### src/rtl/riscv_pkg.sv
`default_nettype none
// ============================================================================
//  Module   : riscv_pkg
//  Purpose  : Shared RV32 encodings used by the fetch stage and control FSM.
//  Revision : 1.0 - initial release
// ============================================================================
package riscv_pkg;

    localparam logic [31:0] NOP_INSTR = 32'h0000_0013;  // addi x0, x0, 0

    localparam logic [6:0] OPC_LOAD     = 7'b0000011;
    localparam logic [6:0] OPC_MISC_MEM = 7'b0001111;
    localparam logic [6:0] OPC_OP_IMM   = 7'b0010011;
    localparam logic [6:0] OPC_AUIPC    = 7'b0010111;
    localparam logic [6:0] OPC_STORE    = 7'b0100011;
    localparam logic [6:0] OPC_OP       = 7'b0110011;
    localparam logic [6:0] OPC_LUI      = 7'b0110111;
    localparam logic [6:0] OPC_BRANCH   = 7'b1100011;
    localparam logic [6:0] OPC_JALR     = 7'b1100111;
    localparam logic [6:0] OPC_JAL      = 7'b1101111;
    localparam logic [6:0] OPC_SYSTEM   = 7'b1110011;

    function automatic logic is_word_aligned(input logic [31:0] addr);
        return (addr[1:0] == 2'b00);
    endfunction

endpackage
`default_nettype wire

### src/rtl/instr_fetch_unit.sv
`default_nettype none
// ============================================================================
//  Module   : instr_fetch_unit
//  Purpose  : Multicycle RV32 fetch stage: PC, req/ack fetch, IR and decode.
//  Revision : 1.0 - initial release
// ============================================================================
module instr_fetch_unit
    import riscv_pkg::*;
#(
    parameter logic [31:0] RESET_PC = 32'h0000_0000,
    parameter int unsigned TIMEOUT  = 255
) (
    input  logic        clk,
    input  logic        reset,
    input  logic        fetch_en,
    input  logic        irwrite,
    input  logic        pcwrite,
    input  logic [31:0] pc_next,
    input  logic        imem_ack,
    input  logic [31:0] imem_rdata,
    output logic        imem_req,
    output logic [31:0] imem_addr,
    output logic [31:0] pc,
    output logic [31:0] old_pc,
    output logic [31:0] instr,
    output logic [6:0]  opcode,
    output logic [2:0]  funct3,
    output logic        funct7_bit5,
    output logic [4:0]  rs1,
    output logic [4:0]  rs2,
    output logic [4:0]  rd,
    output logic        instr_ready,
    output logic        pc_misaligned,
    output logic        fetch_fault
);

    typedef enum logic [1:0] {
        S_IDLE  = 2'd0,
        S_REQ   = 2'd1,
        S_READY = 2'd2
    } fetch_state_e;

    localparam logic [7:0] TIMEOUT_CNT = 8'(TIMEOUT);

    fetch_state_e state_q, state_d;
    logic         req_q, req_d;
    logic [31:0]  req_addr_q, req_addr_d;
    logic [31:0]  pc_q, pc_d;
    logic [31:0]  old_pc_q, old_pc_d;
    logic [31:0]  instr_q, instr_d;
    logic [31:0]  fetch_buf_q, fetch_buf_d;
    logic [7:0]   cnt_q, cnt_d;
    logic         misaligned_q, misaligned_d;
    logic         fault_q, fault_d;
    logic [7:0]   cnt_inc;

    assign cnt_inc = cnt_q + 8'd1;

    always_comb begin
        state_d      = state_q;
        req_d        = req_q;
        req_addr_d   = req_addr_q;
        pc_d         = pc_q;
        old_pc_d     = old_pc_q;
        instr_d      = instr_q;
        fetch_buf_d  = fetch_buf_q;
        cnt_d        = cnt_q;
        misaligned_d = misaligned_q;
        fault_d      = fault_q;

        case (state_q)
            S_IDLE: begin
                if (fetch_en) begin
                    req_addr_d = pc_q;
                    req_d      = 1'b1;
                    cnt_d      = 8'd0;
                    state_d    = S_REQ;
                end
            end
            S_REQ: begin
                // An ack in the final allowed cycle still wins over the timeout.
                if (imem_ack) begin
                    fetch_buf_d = imem_rdata;
                    req_d       = 1'b0;
                    state_d     = S_READY;
                end else if (cnt_inc == TIMEOUT_CNT) begin
                    cnt_d   = cnt_inc;
                    fault_d = 1'b1;
                    req_d   = 1'b0;
                    state_d = S_IDLE;
                end else begin
                    cnt_d = cnt_inc;
                end
            end
            S_READY: begin
                if (irwrite) begin
                    instr_d  = fetch_buf_q;
                    old_pc_d = req_addr_q;
                    state_d  = S_IDLE;
                end
            end
            default: begin
                req_d   = 1'b0;
                state_d = S_IDLE;
            end
        endcase

        // PC updates are independent of the fetch handshake; req_addr is untouched.
        if (pcwrite) begin
            pc_d = {pc_next[31:2], 2'b00};
            if (!is_word_aligned(pc_next)) begin
                misaligned_d = 1'b1;
            end
        end
    end

    always_ff @(posedge clk) begin
        if (!reset) begin
            state_q      <= S_IDLE;
            req_q        <= 1'b0;
            req_addr_q   <= RESET_PC;
            pc_q         <= RESET_PC;
            old_pc_q     <= RESET_PC;
            instr_q      <= NOP_INSTR;
            fetch_buf_q  <= 32'h0000_0000;
            cnt_q        <= 8'd0;
            misaligned_q <= 1'b0;
            fault_q      <= 1'b0;
        end else begin
            state_q      <= state_d;
            req_q        <= req_d;
            req_addr_q   <= req_addr_d;
            pc_q         <= pc_d;
            old_pc_q     <= old_pc_d;
            instr_q      <= instr_d;
            fetch_buf_q  <= fetch_buf_d;
            cnt_q        <= cnt_d;
            misaligned_q <= misaligned_d;
            fault_q      <= fault_d;
        end
    end

    assign imem_req      = req_q;
    assign imem_addr     = req_addr_q;
    assign pc            = pc_q;
    assign old_pc        = old_pc_q;
    assign instr         = instr_q;
    assign instr_ready   = (state_q == S_READY);
    assign pc_misaligned = misaligned_q;
    assign fetch_fault   = fault_q;

    assign opcode      = instr_q[6:0];
    assign funct3      = instr_q[14:12];
    assign funct7_bit5 = instr_q[30];
    assign rs1         = instr_q[19:15];
    assign rs2         = instr_q[24:20];
    assign rd          = instr_q[11:7];

endmodule
`default_nettype wire

### config.mk
export PLATFORM = sky130hd
export DESIGN_NAME = instr_fetch_unit
export DESIGN_NICKNAME = d
export VERILOG_FILES = /design/src/rtl/riscv_pkg.sv /design/src/rtl/instr_fetch_unit.sv
export SDC_FILE = /design/constraint.sdc
export NUM_CORES = 1
export LEC_CHECK = 0
export ABC_AREA = 1
export BUFFER_PORTS_ARGS = -buffer_cell sky130_fd_sc_hd__buf_4
export CORE_ASPECT_RATIO = 0.5
export CORE_MARGIN = 2
export CORE_UTILIZATION = 38
export CTS_BUF_LIST = sky130_fd_sc_hd__clkbuf_2
export CTS_CLUSTER_DIAMETER = 30
export CTS_CLUSTER_SIZE = 24
export DETAILED_ROUTE_END_ITERATION = 6
export GPL_TIMING_DRIVEN = 0
export PLACE_DENSITY = 0.71
export SYNTH_ARGS = -nofsm -noshare
export SYNTH_HDL_FRONTEND = slang
export SYNTH_SLANG_ARGS = --single-unit
### constraint.sdc
create_clock -name clk -period 3.3 [get_ports clk]
set_input_delay 0.495 -clock clk [delete_from_list [all_inputs] [get_ports clk]]
set_output_delay 0.495 -clock clk [all_outputs]
set_load 0.005 [all_outputs]
==> flow_results.org <==
** Synthesis
- Flip-flop and latch count after synthesis :: about 170
- After synthesis, the share of flip-flops with an asynchronous set or reset is 0.
- After synthesis, the largest family of logic cells by area is simple AND/OR/NAND/NOR gates.
- Share of cell area taken by muxes after synthesis :: 0
- The cell area that synthesis handed to floorplanning was between 6000 and 7000 µm².
- Sequential area share after synthesis :: 0.5359
- Number of cells produced by synthesis :: roughly 810
- Area fraction in compound gates after synthesis :: 0.1356
- The synthesized netlist contains 23 unique library cells.
- Of the total synthesized cell area, the portion taken by AND, OR, NAND and NOR gates is 0.2329.
- Post-synth EDFFs :: 0
- Top-count cell post-synth :: nand2_1
- After synthesis, the mean cell area works out to 7.721 µm².
- Of the post-synthesis cell area, the dominant cell type holds 0.5359.
- Most area-hungry cell type in the Yosys netlist :: dfxtp_1
- Of the total synthesized cell area, the portion taken by full adders, half adders and majority gates is 0.004011.
- Area share of xor/xnor cells in the synthesized design :: 0.001404
- Top_reg_cell synth :: dfxtp_1
- Count of synthesis-stage warnings from yosys :: 0
- Sorting the synthesized cells by how often they occur yields nand2_1, dfxtp_1, nor2_1.
- Most area-consuming cells after synthesis :: dfxtp_1, nand2_1, a21oi_1

** Global routing
- Entering global routing, the biggest net connects 17 pins.
- Grt met2 use :: 0.3471
- The first global-routing pass estimated about 28000 µm of wire.
- Met3 Track Usage GR :: 0.03278
- The number of global-route vias before repair was roughly 5700.
- Most utilized layer in the global route result :: met2
- GR Util met1 :: 0.2543
- For this run the aggregate overflow at the end of global routing stands at 0.
- Antenna violations before repair :: 1
- Overall track demand over capacity in global routing :: 0.2021

** Pwr
- Leakage :: around 3.8 nW
- Max VDD drop :: between 0.2 and 0.25 mV
- Of the total power, the clock network draws 0.281.
- Of the total power, combinational logic draws 0.128.
- Switch Pwr :: 1.051 mW
- Power density over the cells :: 414.6 nW/µm²
- Cell internal power was estimated by the tool at about 2.6 mW.
- Of the total power, the share spent switching nets is 0.2865.
- The share of total power dissipated in sequential elements is 0.591.

** CTS
- TritonCTS built the clock tree.
- CTS H-tree lvls :: 4
- Clock Sink Count :: approximately 170
- Clock-pin slew reported for the worst setup and hold paths after clock tree synthesis :: around 0.23 ns
- Hold repair after CTS inserted between 40 and 50 buffers.
- No sink is reached through more buffers than the 2 on the longest clock path.
- Counting the buffers created by CTS gives 17.
- Resized cells post-CTS :: 0
- Clock tree synthesis selected as its root buffer the cell clkbuf_2.
- Buffer count from post-CTS setup fixing :: 0
- The later pin in the worst-skew pair is clocked with a latency of between 0.7 and 0.8 ns.

** Setup path
- Data arrival time at the worst-slack endpoint :: roughly 1.5 ns
- Maximum fanout along the worst path :: 4
- Start of the worst register-to-register path :: cnt_q[1]
- Measured in cells, the most critical reg-to-reg path has a length of 13.
- Data on the critical path is required at its endpoint by around 2.8 ns.
- Worst setup path category :: reg2out
- Endpoint class of the critical path :: output pin
- Worst reg2reg endpoint :: imem_req
- Worst setup SP type :: flip-flop
- The worst register-to-register path has a setup slack of 1.70 ns.

** Place
- In this run the tool buffered the top-level ports with 220 buffer cells.
- At the end of routability-driven placement, the weighted congestion stood at 0.8270.
- Once placement completed, the tool counted placed cells totaling ~1300.
- Total placed instance area :: approximately 8200 µm²
- Half-perimeter wire length after placement :: approximately 13000 µm

** STA
- For the pin with the worst max-slew slack, the measured transition is 0.5922 ns.
- The smallest clock period supported by the final layout is computed as around 2 ns.
- The final-report hold violation count came to 0.
- Setup violations remaining at the end of the flow were counted as 0.
- The count of pins over their slew limit came to 0.
- In the final timing run, aggregate negative setup slack is 0 ns.
- Setup repair after global routing left no endpoint under its margin.
- Across the routed clock network, the largest skew measured is around 0.04 ns.
- Worst relative slew slack :: 0.6052
- In the finished design, the share of the clock period the worst path needs comes to 0.5953.
- Peak clock frequency supported by timing :: around 510 MHz

** Detailed routing
- Detailed Route Iter0 Violations :: between 300 and 400
- Number of vias per cell after detailed routing :: ~4.6
- Number of nets with antenna violations after detailed routing :: 0
- The routed layout has 6134 vias.
- DRC violation count after routing :: 0
- Wire length per cell :: 13.60 µm
- Total wire length after detailed routing :: around 18000 µm
- Before antenna repair, the detailed router went through 6 iterations.

** Die
- Site Rows :: 33
- Ports :: between 200 and 250
- Die boundary height :: 94.60 µm
- Floorplan core area :: 16230 µm²
- The die covers around 18000 µm².
- Effective utilization at floorplan :: 0.3845
- Die width :: ~190 µm

** Hold path
- Hold worst-path end :: fetch_buf_q[25]
- WHS Path Cells :: 3
- In this run the most critical hold path is launched from imem_rdata[25].
- The min-delay analysis places its worst path in the category in2reg.

** Cells and area
- Registers take 3343 µm².
- Measured on the finished design, the core utilization comes to 0.5454.
- In the final layout, the share of cells above drive strength 1 is 0.2687.
- Fillcell total :: approximately 1600
- Area of the multi-input gates :: 2355 µm²
- After routing the design area is just under 9000 µm².
- Final net count :: approximately 1200
- Post-layout instance count excluding filler cells :: 1337
- Post-synthesis to final-layout area growth :: 41.86%

** Job
- Max-cap violations in this run came to 0.

** Status
- The flow ran to the end, and the final reports show no timing, DRC or antenna violations.
## metal layers
layer	wire (µm)	part of all wire
met1	8246	0.45
met2	8774	0.48
met3	745	0.041
met4	416	0.023
met5	0	0
## power groups by stage
stage / Sequential [mW] / Clock, mW / Combinational [mW]
3_5_place_dp: 2.21 / 0 / 0.426
6_report: 2.17 / 1.03 / 0.469
5_1_grt: 2.18 / 1.14 / 0.523
3_3_place_gp: 2.21 / 0 / 0.419
2_1_floorplan: 2.19 / 0 / 0.193
4_1_cts: 2.17 / 1.05 / 0.466
## through the flow
step / hold slack [ns] / power (mW) / setup slack, ns
6_report: 0.05049 / 3.669 / 1.336
5_1_grt: 0.004502 / 3.843 / 1.188
4_1_cts: 0.002694 / 3.684 / 1.283
3_5_place_dp: 0.4413 / 2.633 / 1.470
3_3_place_gp: 0.4380 / 2.625 / 1.470
2_1_floorplan: 0.4292 / 2.387 / 1.926
## kinds of logic (layout without fill, tap and decap cells)
family,after synthesis,after routing
xor+xnor,1,1
fa+ha+maj,2,2
simple gates,365,365
flops,167,167
other cells,1,7
compound gates,168,168
buf+inv,104,400
## cells in the final DEF, fill, tap and decap left out, drive strengths merged
master / n
clkinvlp: 4
bufinv: 1
nor2: 131
clkbuf: 60
or2: 1
dfxtp: 167
nand2: 187
buf: 262
clkinv: 6
dlygate4sd3: 44
diode: 1
o21a: 1
o21bai: 1
inv: 23
a21oi: 103
o21ai: 63
conb: 6
nand3: 46
xnor2: 1
ha: 2
## sequential cells by signal (all words and copies together), names as in the netlist
register / flops
imem_req: 1
state_q: 2
old_pc: 30
pc: 30
pc_misaligned: 1
imem_addr: 30
fetch_buf_q: 32
fetch_fault: 1
cnt_q: 8
instr: 32
## final cells by class
cell class | count | area share
flip-flops and latches | 167 | 0.3778
diodes | 1 | 0.0002828
multi-input cells | 542 | 0.2661
inverters | 20 | 0.008624
well taps | 227 | 0.03209
plain buffers | 84 | 0.05457
clock inverters | 14 | 0.01400
clock buffers | 18 | 0.01018
repair buffers | 264 | 0.2364
## how the worst max path moves through the flow
| stage | from | end | cells past startpoint | slack (ns) |
|---|---|---|---|---|
| 4_1_cts | state_q[1] | instr_ready | 3 | 1.28 |
| 3_3_place_gp | reset | fetch_buf_q[4] | 5 | 1.47 |
| 5_1_grt | state_q[1] | instr_ready | 3 | 1.19 |
| 6_report | state_q[1] | instr_ready | 3 | 1.34 |
| 2_1_floorplan | cnt_q[0] | imem_req | 13 | 1.93 |
| 3_5_place_dp | reset | instr[28] | 5 | 1.47 |
## critical path: stages (launching register included)
cell and delay (ns):
dfxtp_1 0.46, inv_1 0.07, nor2_2 0.13, buf_4 0.13
(Power assumes the default switching activity.)
